### config.mk
export PLATFORM = sky130hd
export DESIGN_NAME = result_monitor
export DESIGN_NICKNAME = d
export VERILOG_FILES = /design/src/rtl/result_monitor_pkg.sv /design/src/rtl/result_monitor_match_cam.sv /design/src/rtl/result_monitor.sv
export SDC_FILE = /design/constraint.sdc
export NUM_CORES = 1
export LEC_CHECK = 0
export ABC_AREA = 1
export CAP_MARGIN = 15
export CELL_PAD_IN_SITES_DETAIL_PLACEMENT = 1
export CELL_PAD_IN_SITES_GLOBAL_PLACEMENT = 1
export CORE_MARGIN = 2
export CORE_UTILIZATION = 44
export CTS_CLUSTER_SIZE = 25
export DETAILED_ROUTE_END_ITERATION = 7
export MAX_ROUTING_LAYER = met4
export PLACE_DENSITY_LB_ADDON = 0.15
export SYNTH_ARGS = -nofsm -noshare
export SYNTH_HDL_FRONTEND = slang
export SYNTH_SLANG_ARGS = --single-unit
### constraint.sdc
create_clock -name clk -period 5.1 [get_ports clk]
set_input_delay 1.02 -clock clk [delete_from_list [all_inputs] [get_ports clk]]
set_output_delay 1.02 -clock clk [all_outputs]
set_load 0.02 [all_outputs]
### src/rtl/result_monitor_pkg.sv
// Shared types and helpers for the result monitor: run-state encoding and a
// saturating accumulator used for every error-count update.
package result_monitor_pkg;

    typedef enum logic [1:0] {
        IDLE = 2'd0,
        RUN  = 2'd1,
        DONE = 2'd2,
        TOUT = 2'd3
    } state_t;

    // Widths up to 32 bits; callers cast in and out of their own width.
    function automatic logic [31:0] sat_add(input logic [31:0] acc,
                                            input logic [31:0] inc,
                                            input logic [31:0] lim);
        logic [32:0] sum;
        sum = {1'b0, acc} + {1'b0, inc};
        return (sum > {1'b0, lim}) ? lim : sum[31:0];
    endfunction

endpackage

### src/rtl/result_monitor_match_cam.sv
// Associative address match for any-order checking: lowest-index unmatched entry
// with an equal address wins, and its match flag is set when the write is taken.
module match_cam #(
    parameter int ADDR_W = 30,
    parameter int DEPTH  = 16
) (
    input  logic                           clk,
    input  logic                           rst,
    input  logic                           clr,
    input  logic                           set,
    input  logic [$clog2(DEPTH):0]         n,
    input  logic [ADDR_W-1:0]              addr,
    input  logic [DEPTH-1:0][ADDR_W-1:0]   tbl_addr,
    output logic                           hit,
    output logic [$clog2(DEPTH)-1:0]       hit_idx,
    output logic [$clog2(DEPTH):0]         match_cnt
);
    localparam int IDX_W = $clog2(DEPTH);
    localparam int CNT_W = IDX_W + 1;

    logic [DEPTH-1:0] flags;
    logic [DEPTH-1:0] cand;

    always_comb begin
        cand = '0;
        for (int i = 0; i < DEPTH; i++) begin
            cand[i] = (CNT_W'(i) < n) && !flags[i] && (tbl_addr[i] == addr);
        end
    end

    // Scan from the top so the lowest candidate index is the last one written.
    always_comb begin
        hit     = 1'b0;
        hit_idx = '0;
        for (int i = DEPTH - 1; i >= 0; i--) begin
            if (cand[i]) begin
                hit     = 1'b1;
                hit_idx = IDX_W'(i);
            end
        end
    end

    always_ff @(posedge clk) begin
        if (rst || clr) begin
            flags     <= '0;
            match_cnt <= '0;
        end else if (set && hit) begin
            flags[hit_idx] <= 1'b1;
            match_cnt      <= match_cnt + CNT_W'(1);
        end
    end

endmodule

### src/rtl/result_monitor.sv
// Result monitor: checks a snooped write stream against a loadable expected table,
// counting mismatches and missing entries, and flags completion or timeout.
module result_monitor
    import result_monitor_pkg::*;
#(
    parameter int                ADDR_W   = 30,
    parameter int                DATA_W   = 32,
    parameter int                DEPTH    = 16,
    parameter int                ERR_W    = 8,
    parameter int                DUR_W    = 16,
    parameter int                TIMEOUT  = 10000,
    parameter logic [ADDR_W-1:0] END_ADDR = 30'h3FFF_FFFF,
    parameter int                ORDERED  = 1
) (
    input  logic                     clk,
    input  logic                     rst,
    input  logic                     cfg_we,
    input  logic [$clog2(DEPTH)-1:0] cfg_idx,
    input  logic [ADDR_W-1:0]        cfg_addr,
    input  logic [DATA_W-1:0]        cfg_data,
    input  logic [$clog2(DEPTH):0]   cfg_count,
    input  logic                     start,
    input  logic [ADDR_W-1:0]        addr,
    input  logic [DATA_W-1:0]        data,
    input  logic                     wen,
    output logic [ERR_W-1:0]         error_num,
    output logic [DUR_W-1:0]         duration,
    output logic                     finish,
    output logic                     timeout,
    output logic                     busy
);
    localparam int               IDX_W    = $clog2(DEPTH);
    localparam int               CNT_W    = IDX_W + 1;
    localparam logic [31:0]      ERR_MAX  = 32'({ERR_W{1'b1}});
    localparam logic [DUR_W-1:0] DUR_LAST = DUR_W'(TIMEOUT - 1);

    state_t                       state, state_n;
    logic [CNT_W-1:0]             n, n_n, ptr, ptr_n;
    logic [CNT_W-1:0]             n_start, consumed, missing;
    logic [ERR_W-1:0]             err, err_n, err_bulk, err_inc;
    logic [DUR_W-1:0]             dur, dur_n;
    logic [DEPTH-1:0][ADDR_W-1:0] tbl_addr;
    logic [DEPTH-1:0][DATA_W-1:0] tbl_data;
    logic                         cam_hit;
    logic [IDX_W-1:0]             cam_idx;
    logic [CNT_W-1:0]             cam_cnt;
    logic                         is_end, tmo_hit, ord_bad, any_bad;

    // Expected table is plain storage; its contents are don't-care after reset.
    always_ff @(posedge clk) begin
        if (state == IDLE && cfg_we) begin
            tbl_addr[cfg_idx] <= cfg_addr;
            tbl_data[cfg_idx] <= cfg_data;
        end
    end

    assign n_start  = (cfg_count > CNT_W'(DEPTH)) ? CNT_W'(DEPTH) : cfg_count;
    assign is_end   = wen && (addr == END_ADDR);
    assign tmo_hit  = (dur == DUR_LAST);
    assign ord_bad  = (tbl_addr[ptr[IDX_W-1:0]] != addr) || (tbl_data[ptr[IDX_W-1:0]] != data);
    assign any_bad  = (tbl_data[cam_idx] != data);
    assign consumed = (ORDERED != 0) ? ptr : cam_cnt;
    assign missing  = n - consumed;
    assign err_bulk = ERR_W'(sat_add(32'(err), 32'(missing), ERR_MAX));
    assign err_inc  = ERR_W'(sat_add(32'(err), 32'd1, ERR_MAX));

    generate
        if (ORDERED == 0) begin : g_cam
            logic cam_clr, cam_set;
            assign cam_clr = (state == IDLE) && start;
            assign cam_set = (state == RUN) && wen && !is_end && !tmo_hit;
            match_cam #(.ADDR_W(ADDR_W), .DEPTH(DEPTH)) u_cam (
                .clk       (clk),
                .rst       (rst),
                .clr       (cam_clr),
                .set       (cam_set),
                .n         (n),
                .addr      (addr),
                .tbl_addr  (tbl_addr),
                .hit       (cam_hit),
                .hit_idx   (cam_idx),
                .match_cnt (cam_cnt)
            );
        end else begin : g_no_cam
            assign cam_hit = 1'b0;
            assign cam_idx = '0;
            assign cam_cnt = '0;
        end
    endgenerate

    always_comb begin
        state_n = state;
        n_n     = n;
        ptr_n   = ptr;
        err_n   = err;
        dur_n   = dur;
        unique case (state)
            IDLE: begin
                if (start) begin
                    n_n     = n_start;
                    ptr_n   = '0;
                    err_n   = '0;
                    dur_n   = '0;
                    state_n = (n_start == '0) ? DONE : RUN;
                end
            end
            RUN: begin
                dur_n = dur + DUR_W'(1);
                // Timeout wins over a write arriving on the same edge.
                if (tmo_hit) begin
                    state_n = TOUT;
                    err_n   = err_bulk;
                end else if (is_end) begin
                    state_n = DONE;
                    err_n   = err_bulk;
                end else if (wen) begin
                    if (ORDERED != 0) begin
                        ptr_n = ptr + CNT_W'(1);
                        if (ord_bad) err_n = err_inc;
                        if (ptr_n == n) state_n = DONE;
                    end else if (cam_hit) begin
                        if (any_bad) err_n = err_inc;
                        if (cam_cnt + CNT_W'(1) == n) state_n = DONE;
                    end
                end
            end
            default: ;
        endcase
    end

    always_ff @(posedge clk) begin
        if (rst) begin
            state <= IDLE;
            n     <= '0;
            ptr   <= '0;
            err   <= '0;
            dur   <= '0;
        end else begin
            state <= state_n;
            n     <= n_n;
            ptr   <= ptr_n;
            err   <= err_n;
            dur   <= dur_n;
        end
    end

    assign error_num = err;
    assign duration  = dur;
    assign finish    = (state == DONE) || (state == TOUT);
    assign timeout   = (state == TOUT);
    assign busy      = (state == RUN);

endmodule

==> impl_metrics.tcl, run 1 <==
set metrics [dict create \
    start_util_pct 44.2 \
    die-area_mm2 0.106 \
    post-dp-hpwl_um 82200 \
    grt_pass1_wl_um 216000 \
    slew_violations 0 \
    antenna_found_initial 7 \
    cts_sinks 1028 \
    ys_types 48 \
    holdBufCountCts 0 \
    pin_count 165 \
    power_density_mw_per_mm2 442 \
    rows 118 \
    routed_wl_um 145000 \
    p_leak_uw 0.0208 \
    htreeDepth 3 \
    portBuffers 164 \
    whs_path_depth 2 \
    clk_pin_slew_ps 60 \
    root_buffer "clkbuf_16" \
    critPathArrivalTime_ps 3030 \
    first_global_vias 33600 \
    crit_type "reg2out" \
    multi_input_area_mm2 0.0117 \
    peakVddDrop_v 0.000350 \
    yosys_register_bits 1028 \
    drive_above_1_share_pct 6.35 \
    die_h_um 326 \
    grt_overflow 0 \
    r2r_slack_ps 1140 \
    drv_cap 0 \
    ys.flop_type "edfxtp_1" \
    min_path_type "reg2reg" \
    syn_inst 4420 \
    cp_max_fo 19 \
    area_growth_pct 15.0 \
    async_reset_ff_share_pct 0 \
    drc 0 \
    finalCritPeriodShare_pct 79.4 \
    clk_latency_ps 710 \
    ant_nets 0 \
    worst_slack_ps 1050 \
    cp-end-kind "output port" \
    die-width_um 326 \
    setup_viol 0 \
    cts_resized 0 \
    synth_edf_count 992 \
    tightestPinTransition_ps 887 \
    status "finished clean" \
    cts_setup_buffers 0 \
    rsz0062_at_grt "false" \
    nNetsFinal 4705 \
    setup.worst_path.start_class "register" \
    yosysWarnings 0 \
    r2r_cells 20 \
    avgViaCountPerCell 5.40 \
    syn_nets 4574 \
    grt_use_total_pct 28.0 \
    grt_start_max_net_pins 160 \
    mostFrequentLayoutCell "nand2_1" \
    skew_ps 31.0 \
    clockBufferDepth 3 \
    fill_cells 11200 \
    first_iter_violations 3059 \
    firstDrtPassIters 6 \
    seq_area_mm2 0.0305 \
    slew_headroom_pct 40.7 \
    gp_congestion 0.822 \
    syn_avg_cell_area_um2 10.3 \
    core_mm2 0.103 \
    avgRoutedWirePerCell_um 24.0 \
    cts_tree "built" \
    layout_common_cells "nand2_1 (1297), edfxtp_1 (992), nand3_1 (692)" \
    fmax_mhz 247 \
    vias 32500 \
    netlist_area_mm2 0.0456 \
    critPathRequiredTime_ps 4080 \
    min_period_ps 4050 \
    place_ws_ps 1100 \
    numCtsBuffers 113 \
    hold_viol 0 \
    final.setup.tns_ps 0 \
    ys_seq_area_share_pct 66.9 \
]
[worst max-delay path: stages (launching register included)]
cell and delay [ps]:
dfxtp_1 390, inv_1 70, nand2_1 460, clkinv_1 690, clkdlybuf4s50_1 720
[stage by stage]
stage                     util, %  instances  total power (µW)  hold WS [ps]  cell area (µm²)
final                        50.8       6032             23200           491            52400
after global routing         50.8       6032             24200           522            52400
after CTS                    50.8       6025             23300           497            52400
after detailed placement     47.4       5815             15500           489            48900
after global placement       47.4       5815             15300           470            48900
after floorplan                 -       4420             13400           436            45600
[cells in the mapped netlist, drive strengths merged (2+ instances only)]
cell type  count  share of area [%]
o211ai        92                1.7
xnor2          7               0.13
dfxtp         36                1.6
edfxtp       992                 65
inv          627                5.2
o221ai         3              0.058
nand2       1298                 11
fa             2              0.088
ha            14               0.38
o21ai         74               0.81
nor3          13               0.14
nor3b          4              0.066
nand4          5              0.069
o22ai          4              0.055
nor2         184                1.5
a211oi         2              0.033
o211a          4              0.088
nand3b         3              0.049
or2           91                1.2
buf          162                2.0
a21oi         28               0.31
clkinv         2              0.016
nand3        692                7.6
xor2          15               0.29
clkbuf        56               0.47
[worst paths after layout]
| check | start | end |
|---|---|---|
| setup / recovery | state[1] | busy |
| hold / removal | n[0] | n[0] |
| setup reg to reg | consumed[2] | error_num[7] |
| hold reg to reg | n[0] | n[0] |
[state kept, by name, indices dropped and copies added, names as in the netlist]
register and cells:
n 5, tbl_data 512, error_num 8, consumed 5, duration 16, state 2
tbl_addr 480
[area by class of cell]
type / instances / share of cell area [%]
Multi-Input combinational cell: 2545 / 22.4
Sequential cell: 1028 / 58.2
Antenna cell: 6 / 0.0286
Clock buffer: 139 / 5.70
Clock inverter: 71 / 1.00
Timing Repair Buffer: 234 / 4.85
Tap cell: 1380 / 3.29
Inverter: 629 / 4.56
[power breakdown]
part / total, µW / internal [µW] / switching [µW]
registers: 9690 / 9480 / 205
clock network: 7880 / 4450 / 3430
logic: 5630 / 1660 / 3960
[cell families (layout without fill, tap and decap cells)]
kind of cell / after synthesis / in the layout / share of synthesized area [%]
adder cells (fa/ha/maj): 16 / 16 / 0.472
flip-flops: 1028 / 1028 / 66.9
XOR/XNOR: 22 / 22 / 0.422
buffers and inverters: 847 / 1073 / 7.66
AO/OA/AOI/OAI: 215 / 215 / 3.17
other: 0 / 6 / 0
AND/OR/NAND/NOR: 2292 / 2292 / 21.4
[metal layers]
| metal | track usage [%] | routed length (µm) | vias up |
|---|---|---|---|
| met1 | 37.5 | 64400 | 16500 |
| met2 | 45.2 | 69100 | 889 |
| li1 | - | - | 14900 |
| met3 | 3.68 | 7530 | 213 |
| met5 | - | 0 | - |
| met4 | 7.10 | 3650 | 0 |
Power figures use the tool's default switching activity.
==> run 2: changes to the inputs <==
==> constraint.sdc (replaced) <==
create_clock -name clk -period 3.45 [get_ports clk]
set_input_delay 0.69 -clock clk [delete_from_list [all_inputs] [get_ports clk]]
set_output_delay 0.69 -clock clk [all_outputs]
set_load 0.02 [all_outputs]
==> impl_metrics.tcl, run 2 (synthesis results as in run 1) <==
set metrics [dict create \
    critPathRequiredTime_ps 4030 \
    status "finished clean" \
    firstDrtPassIters 5 \
    grt_use_total_pct 28.4 \
    holdBufCountCts 0 \
    largest_reg_flops 512 \
    grt_pass1_wl_um 219000 \
    crit_buf_inv 3 \
    slew_headroom_pct 54.3 \
    setup_viol 0 \
    post-dp-hpwl_um 92000 \
    crit_slowest_cell "dfxtp_4" \
    place_ws_ps 4.28 \
    avgRoutedWirePerCell_um 24.0 \
    cp_max_fo 46 \
    grt_start_max_net_pins 80 \
    critical_path.max_stage_delay_ps 520 \
    skew_ps 17.2 \
    cp-end-kind "register" \
    cts_sinks 1028 \
    first_global_vias 34500 \
    area_growth_pct 18.4 \
    drive_above_1_share_pct 8.62 \
    critPathArrivalTime_ps 3900 \
    worst_slack_ps 131 \
    finalCritPeriodShare_pct 96.2 \
    portBuffers 164 \
    setup.worst_path.start_class "register" \
    crit_type "reg2reg" \
    die-width_um 326 \
    min_path_type "reg2reg" \
    cp_common_cell "nand2_1" \
    fmax_mhz 301 \
    pin_count 165 \
    grt_overflow 0 \
    ant_nets 0 \
    routed_wl_um 148000 \
    antenna_found_initial 6 \
    power_density_mw_per_mm2 646 \
    gp_congestion 0.840 \
    die_h_um 326 \
    layout_common_cells "nand2_1 (1297), edfxtp_1 (992), nand3_1 (692)" \
    avgViaCountPerCell 5.40 \
    whs_ps 514 \
    first_iter_violations 2683 \
    clk_pin_slew_ps 60 \
    clockBufferDepth 3 \
    mostFrequentLayoutCell "nand2_1" \
    htreeDepth 3 \
    timing.critical_path.cells "buf_4 -> buf_12 -> nand2_1 -> nand3_1 -> nand3_1 -> nand3_1 -> nand2_1 -> nand2_1 -> nand2_1 -> nor2_1 -> nand2_1 -> nor2_1 -> buf_4 -> nand2_1 -> nor2_1 -> nand2_4 -> a21oi_1 -> nor2_1" \
    clk_latency_ps 690 \
    drv_cap 0 \
    start_util_pct 44.2 \
    p_leak_uw 0.0216 \
    rows 118 \
    cts_tree "built" \
    die-area_mm2 0.106 \
    slew_violations 0 \
    hold_viol 0 \
    nNetsFinal 4829 \
    peakVddDrop_v 0.000492 \
    worst_path_dominant_cell_family "simple AND/OR/NAND/NOR gates" \
    root_buffer "clkbuf_16" \
    min_period_ps 3320 \
    regMostFlops "tbl_data" \
    core_mm2 0.103 \
    vias 33200 \
    numCtsBuffers 112 \
    drc 0 \
    tightestPinTransition_ps 684 \
]
-- run 2: changes by cell type in the layout (fill, tap and decap cells not counted), moves of 3 or more --
cell and change:
buf_12 +47, clkinv_1 +7, buf_4 +75, bufinv_16 +3, clkinv_2 -11
-- run 2: final timing paths --
kind                from      endpoint  slack, ps  cells after the start
max reg2reg  consumed[0]  error_num[1]        130                     18
min reg2reg  duration[1]   duration[1]        510                      2
max          consumed[0]  error_num[1]        130                     18
min          duration[1]   duration[1]        510                      2
-- run 2: where the power goes --
group | switching (µW) | internal [µW]
combinational | 6070 | 2900
sequential | 199 | 14000
clock | 4980 | 6710
-- run 2: cell type report --
class                      count  area [µm²]
sequential                  1028       30500
multi-input combinational   2545       11800
inverter                     629        2390
tap                         1380        1730
fill                       11000       49200
timing repair buffer         359        4110
clock buffer                 138        2960
antenna                        5        12.5
clock inverter                68         539
-- run 2: what timing repair did --
action | CTS | global route
buffers inserted | 0 | 2
gates resized for setup | 0 | 5
endpoints found under the setup margin | 0 | 8
-- run 2: tightest hold or removal path, delay by kind of cell, from the launching register on --
family / cells / cell delay [ps]
DFF: 1 / 340
and+or+nand+nor: 1 / 70
AOI/OAI and AO/OA: 1 / 50
-- run 2: metal layers --
layer	GRT usage [%]	up-vias	share of wire, %
li1	-	15200	-
met1	37.2	16900	43
met2	47.1	922	49
met3	3.35	201	5.4
met4	7.55	0	2.3
met5	-	-	0
-- run 2: per-stage QoR --
stage	util (%)	TNS, ps	instances	cell area, µm²	power [µW]
floorplan	-	-633900	4420	45600	19800
global placement	48.9	0	5938	50400	23100
detailed placement	48.9	0	5938	50400	23300
CTS	52.3	0	6144	53900	35000
global route	52.3	-26.1	6151	54000	36400
finish	52.3	0	6152	54000	34900
